File: config.mk
export PLATFORM = sky130hd
export DESIGN_NAME = mem_arbiter
export DESIGN_NICKNAME = d
export VERILOG_FILES = /design/src/rtl/lc3b_types.sv /design/src/rtl/mem_arbiter_control.sv /design/src/rtl/mem_arbiter.sv
export SDC_FILE = /design/constraint.sdc
export NUM_CORES = 1
export LEC_CHECK = 0
export CORE_AREA = 2 2 275 277
export DETAILED_ROUTE_END_ITERATION = 12
export DIE_AREA = 0 0 277 279
export SLEW_MARGIN = 0
export SYNTH_ARGS = -nofsm -noshare
export SYNTH_HDL_FRONTEND = slang
export SYNTH_SLANG_ARGS = --single-unit
File: constraint.sdc
create_clock -name clk -period 6.6 [get_ports clk]
set_clock_uncertainty 0.1 [all_clocks]
set_input_delay 0.66 -clock clk [delete_from_list [all_inputs] [get_ports clk]]
set_output_delay 0.66 -clock clk [all_outputs]
set_load 0.05 [all_outputs]
File: src/rtl/lc3b_types.sv
// Shared LC-3b types: address word, cache line, and arbiter owner encoding.
// Pure declarations; no logic, no latency, no flow control.
// Line width here matches the arbiter's default LINE_W.
package lc3b_types;
    localparam int LC3B_LINE_W = 128;

    typedef logic [15:0]             lc3b_word;
    typedef logic [LC3B_LINE_W-1:0]  lc3b_line;

    localparam logic GRANT_I = 1'b0;
    localparam logic GRANT_D = 1'b1;
endpackage

File: src/rtl/mem_arbiter_control.sv
// Arbitration FSM: alternates I/D ownership of the shared memory port on ties.
// Latency: grant decided combinationally in IDLE, BUSY from the next edge.
// Backpressure: owner holds the port until pmem_resp; others keep requesting.
module mem_arbiter_control
    import lc3b_types::*;
(
    input  logic clk,
    input  logic reset,
    input  logic i_req,
    input  logic d_req,
    input  logic pmem_resp,
    output logic busy,
    output logic owner,
    output logic grant,
    output logic grant_owner
);
    localparam logic [1:0] IDLE   = 2'd0;
    localparam logic [1:0] I_BUSY = 2'd1;
    localparam logic [1:0] D_BUSY = 2'd2;

    logic [1:0] state;
    logic [1:0] state_nxt;
    logic       last_grant;

    assign busy  = (state == I_BUSY) || (state == D_BUSY);
    assign owner = (state == D_BUSY) ? GRANT_D : GRANT_I;
    assign grant = (state == IDLE) && (i_req || d_req);
    // D wins unless I is also waiting and D was served last.
    assign grant_owner = (d_req && (!i_req || last_grant == GRANT_I)) ? GRANT_D : GRANT_I;

    always_comb begin
        state_nxt = state;
        case (state)
            IDLE:           if (grant) state_nxt = (grant_owner == GRANT_D) ? D_BUSY : I_BUSY;
            I_BUSY, D_BUSY: if (pmem_resp) state_nxt = IDLE;
            default:        state_nxt = IDLE;
        endcase
    end

    always_ff @(posedge clk or posedge reset) begin
        if (reset) begin
            state      <= IDLE;
            last_grant <= GRANT_I;
        end else begin
            state <= state_nxt;
            if (busy && pmem_resp)
                last_grant <= owner;
        end
    end
endmodule

File: src/rtl/mem_arbiter.sv
// Two-port (I-cache / D-cache) arbiter in front of a single line-wide memory.
// Latency: command one cycle after request; resp same cycle as pmem_resp.
// Backpressure: requesters hold until their resp; memory stalls via pmem_resp.
module mem_arbiter
    import lc3b_types::*;
#(
    parameter int LINE_W = 128
) (
    input  logic              clk,
    input  logic              reset,
    input  logic              i_read,
    input  logic [15:0]       i_addr,
    output logic [LINE_W-1:0] i_rdata,
    output logic              i_resp,
    input  logic              d_read,
    input  logic              d_write,
    input  logic [15:0]       d_addr,
    input  logic [LINE_W-1:0] d_wdata,
    output logic [LINE_W-1:0] d_rdata,
    output logic              d_resp,
    output logic              pmem_read,
    output logic              pmem_write,
    output logic [15:0]       pmem_addr,
    output logic [LINE_W-1:0] pmem_wdata,
    input  logic [LINE_W-1:0] pmem_rdata,
    input  logic              pmem_resp
);
    logic busy;
    logic owner;
    logic grant;
    logic grant_owner;
    logic done;

    lc3b_word          req_addr;
    logic [LINE_W-1:0] req_wdata;
    logic              req_read;
    logic              req_write;

    mem_arbiter_control u_ctrl (
        .clk         (clk),
        .reset       (reset),
        .i_req       (i_read),
        .d_req       (d_read | d_write),
        .pmem_resp   (pmem_resp),
        .busy        (busy),
        .owner       (owner),
        .grant       (grant),
        .grant_owner (grant_owner)
    );

    // Memory sees only the captured request, so requesters may change inputs mid-flight.
    always_ff @(posedge clk or posedge reset) begin
        if (reset) begin
            req_addr  <= '0;
            req_wdata <= '0;
            req_read  <= 1'b0;
            req_write <= 1'b0;
        end else if (grant) begin
            if (grant_owner == GRANT_D) begin
                req_addr  <= d_addr;
                req_read  <= !d_write;
                req_write <= d_write;
                if (d_write)
                    req_wdata <= d_wdata;
            end else begin
                req_addr  <= i_addr;
                req_read  <= 1'b1;
                req_write <= 1'b0;
            end
        end else if (done) begin
            req_read  <= 1'b0;
            req_write <= 1'b0;
        end
    end

    assign done       = busy && pmem_resp;
    assign i_resp     = done && (owner == GRANT_I);
    assign d_resp     = done && (owner == GRANT_D);
    assign i_rdata    = pmem_rdata;
    assign d_rdata    = pmem_rdata;
    assign pmem_read  = req_read;
    assign pmem_write = req_write;
    assign pmem_addr  = req_addr;
    assign pmem_wdata = req_wdata;
endmodule

==> impl_metrics.ini <==
[cts]
cts_buffers = 17
clock_latency_ns = 0.46
clock_path_buffers = 2
post_cts_buffers = 0
cts-resized-gates = 0
clk_pin_slew_ns = 0.07
tritoncts = done
cts_max_level = 4
cts.sinks = 149
root_buffer = clkbuf_16
cts_hold_buf = 0

[route]
ant_nets = 0
drt-total-wl_um = 28300
drc_errors = 0
vias_per_cell = 2.76
routed-via-count = 4602
dr.pass1.iters = 4
drtIter0Drc = 118
wl_per_cell_um = 16.9

[logic_synthesis]
synthFlopType = dfrtp_1
syn_nets = 919
synth_edf_count = 0
syn_area_per_cell_sq_um = 12.3
ys_warn_count = 0
synth_cell_types = 24
synth-seq-cells = 149
synthTopCellsByArea = dfrtp_1, buf_4, mux2_1
netlist_area_sq_um = 7680
synth_top_area_share_pct = 48.6
seq_area_frac_synth_pct = 48.6
async_reset_ff_share_pct = 100
synth_cells = 623
synth_most_common_cell = buf_4
yosys-top-cells-count = buf_4, dfrtp_1, mux2_1
yosysTopAreaCell = dfrtp_1

[hold_path]
hp-class = flip-flop to flip-flop

[critical_path]
crit_fanout = 4
critPathArrivalTime_ns = 2.25
required_ns = 5.84
startpoint_type = flip-flop
worstSetupEndpointType = output port
crit_type = flip-flop to output port

[global_route]
grt_use_total_pct = 7.35
grt_max_degree = 88
antenna_found_initial = 8
grt_overflow = 0
grt_pass1_vias = 5370
grt_pass1_wl_um = 39600

[power]
ir_drop_mv = 0.318
cellLeakagePower_nw = 4.01
cellPowerDensity_nw_per_um2 = 592

[die]
rows = 100
start_util_pct = 10.4
core_region_area_sq_um = 74100
dieArea_sq_um = 77300
io_pins = 698
die_x_um = 277
die_h_um = 279

[layout]
final_util_pct = 14.4
areaGrowthSynthToFinish_pct = 38.7
drive_gt1_share_pct = 10.3
nets = 981

[sta]
tns_ns = 0
holdWs_ns = 0.384
setup_violations = 0
slew-limit-headroom_pct = 27.1
min_period_ns = 3.01
timing_hold_violations_final = 0
maxSlewViolCount = 0
rsz0062_at_grt = no
fmax_mhz = 332
period_share_pct = 45.6
tightest_slew_ns = 1.09

[place]
place_congestion = 0.721
port_buffers = 313
hpwl_um = 22400

[run_status]
outcome = finished, final reports clean

[flow_run]
drv_cap = 0
## where the power goes
part	internal (mW)	switching, mW	total [mW]
registers	1.38	0.251	1.63
clock network	0.561	0.507	1.07
logic	1.23	2.36	3.60
total	3.18	3.12	6.30
## registers in the layout (all words and copies together) (netlist names)
| register | count |
|---|---|
| u_ctrl.state | 2 |
| pmem_read | 1 |
| u_ctrl.last_grant | 1 |
| pmem_wdata | 128 |
| pmem_write | 1 |
| pmem_addr | 16 |
## cell families after synthesis
kind of cell | count (synthesis) | share of synthesized area, %
compound gates | 26 | 2.17
fa+ha+maj | 2 | 0.326
buf+inv | 280 | 26.9
flops | 149 | 48.6
mux | 144 | 20.9
simple gates | 22 | 1.14
## worst paths after layout
kind                       slack [ns]                    endpoint                        start  depth (start not counted)
setup / recovery                 3.59                      i_resp  u_ctrl.state[0]$_DFFE_PP0P_                          5
hold / removal                   0.38   pmem_addr[14]$_DFFE_PP0P_    pmem_addr[14]$_DFFE_PP0P_                          2
setup reg to reg                 3.89  pmem_wdata[18]$_DFFE_PP0P_  u_ctrl.state[0]$_DFFE_PP0P_                          7
hold reg to reg                  0.38   pmem_addr[14]$_DFFE_PP0P_    pmem_addr[14]$_DFFE_PP0P_                          2
max in group asynchronous        4.42    pmem_addr[8]$_DFFE_PP0P_                        reset                          3
min in group asynchronous        0.60  pmem_wdata[63]$_DFFE_PP0P_                        reset                          2
## area by class of cell
class / count / area [sq um]
flip-flops and latches: 149 / 3730
clock inverters: 13 / 154
fillers: 8307 / 63400
diodes: 2 / 5.00
repair buffers: 318 / 3170
inverters: 5 / 23.8
well taps: 969 / 1210
clock buffers: 19 / 453
multi-input cells: 194 / 1900
## routing by layer
metal	track usage, %	routed length (um)	up-vias	part of all wire [%]
li1	-	-	1928	-
met1	7.53	10000	2146	35
met2	10.9	12500	406	44
met3	5.03	4280	114	15
met4	4.32	1370	8	4.8
met5	1.13	139	-	0.49
## critical path, cell delays in order, from the launching register on
cell and delay (ns):
dfrtp_1 0.36, inv_1 0.06, ha_1 0.31, nand2_1 0.12
nor2_1 0.11, clkdlybuf4s50_1 0.82
## per-stage QoR
stage	std cells	power, mW	cell area, sq um	setup WS [ns]
global placement	1635	5.28	10000	3.26
finish	1669	6.30	10700	3.59
CTS	1667	6.45	10600	3.52
floorplan	623	4.34	7680	1.83
detailed placement	1635	5.31	10000	3.27
global route	1668	6.63	10600	3.43
## layout by cell type (no fill, tap or decap), types with 5 or more instances in the layout
cell,n
dfrtp_1,149
mux2i_1,16
clkdlybuf4s50_1,313
mux2_1,98
inv_6,5
mux2_2,30
nand2_1,19
buf_4,5
inv_8,5
clkbuf_16,17
o21ai_0,14
No activity file was read; power rests on OpenSTA's default activity.
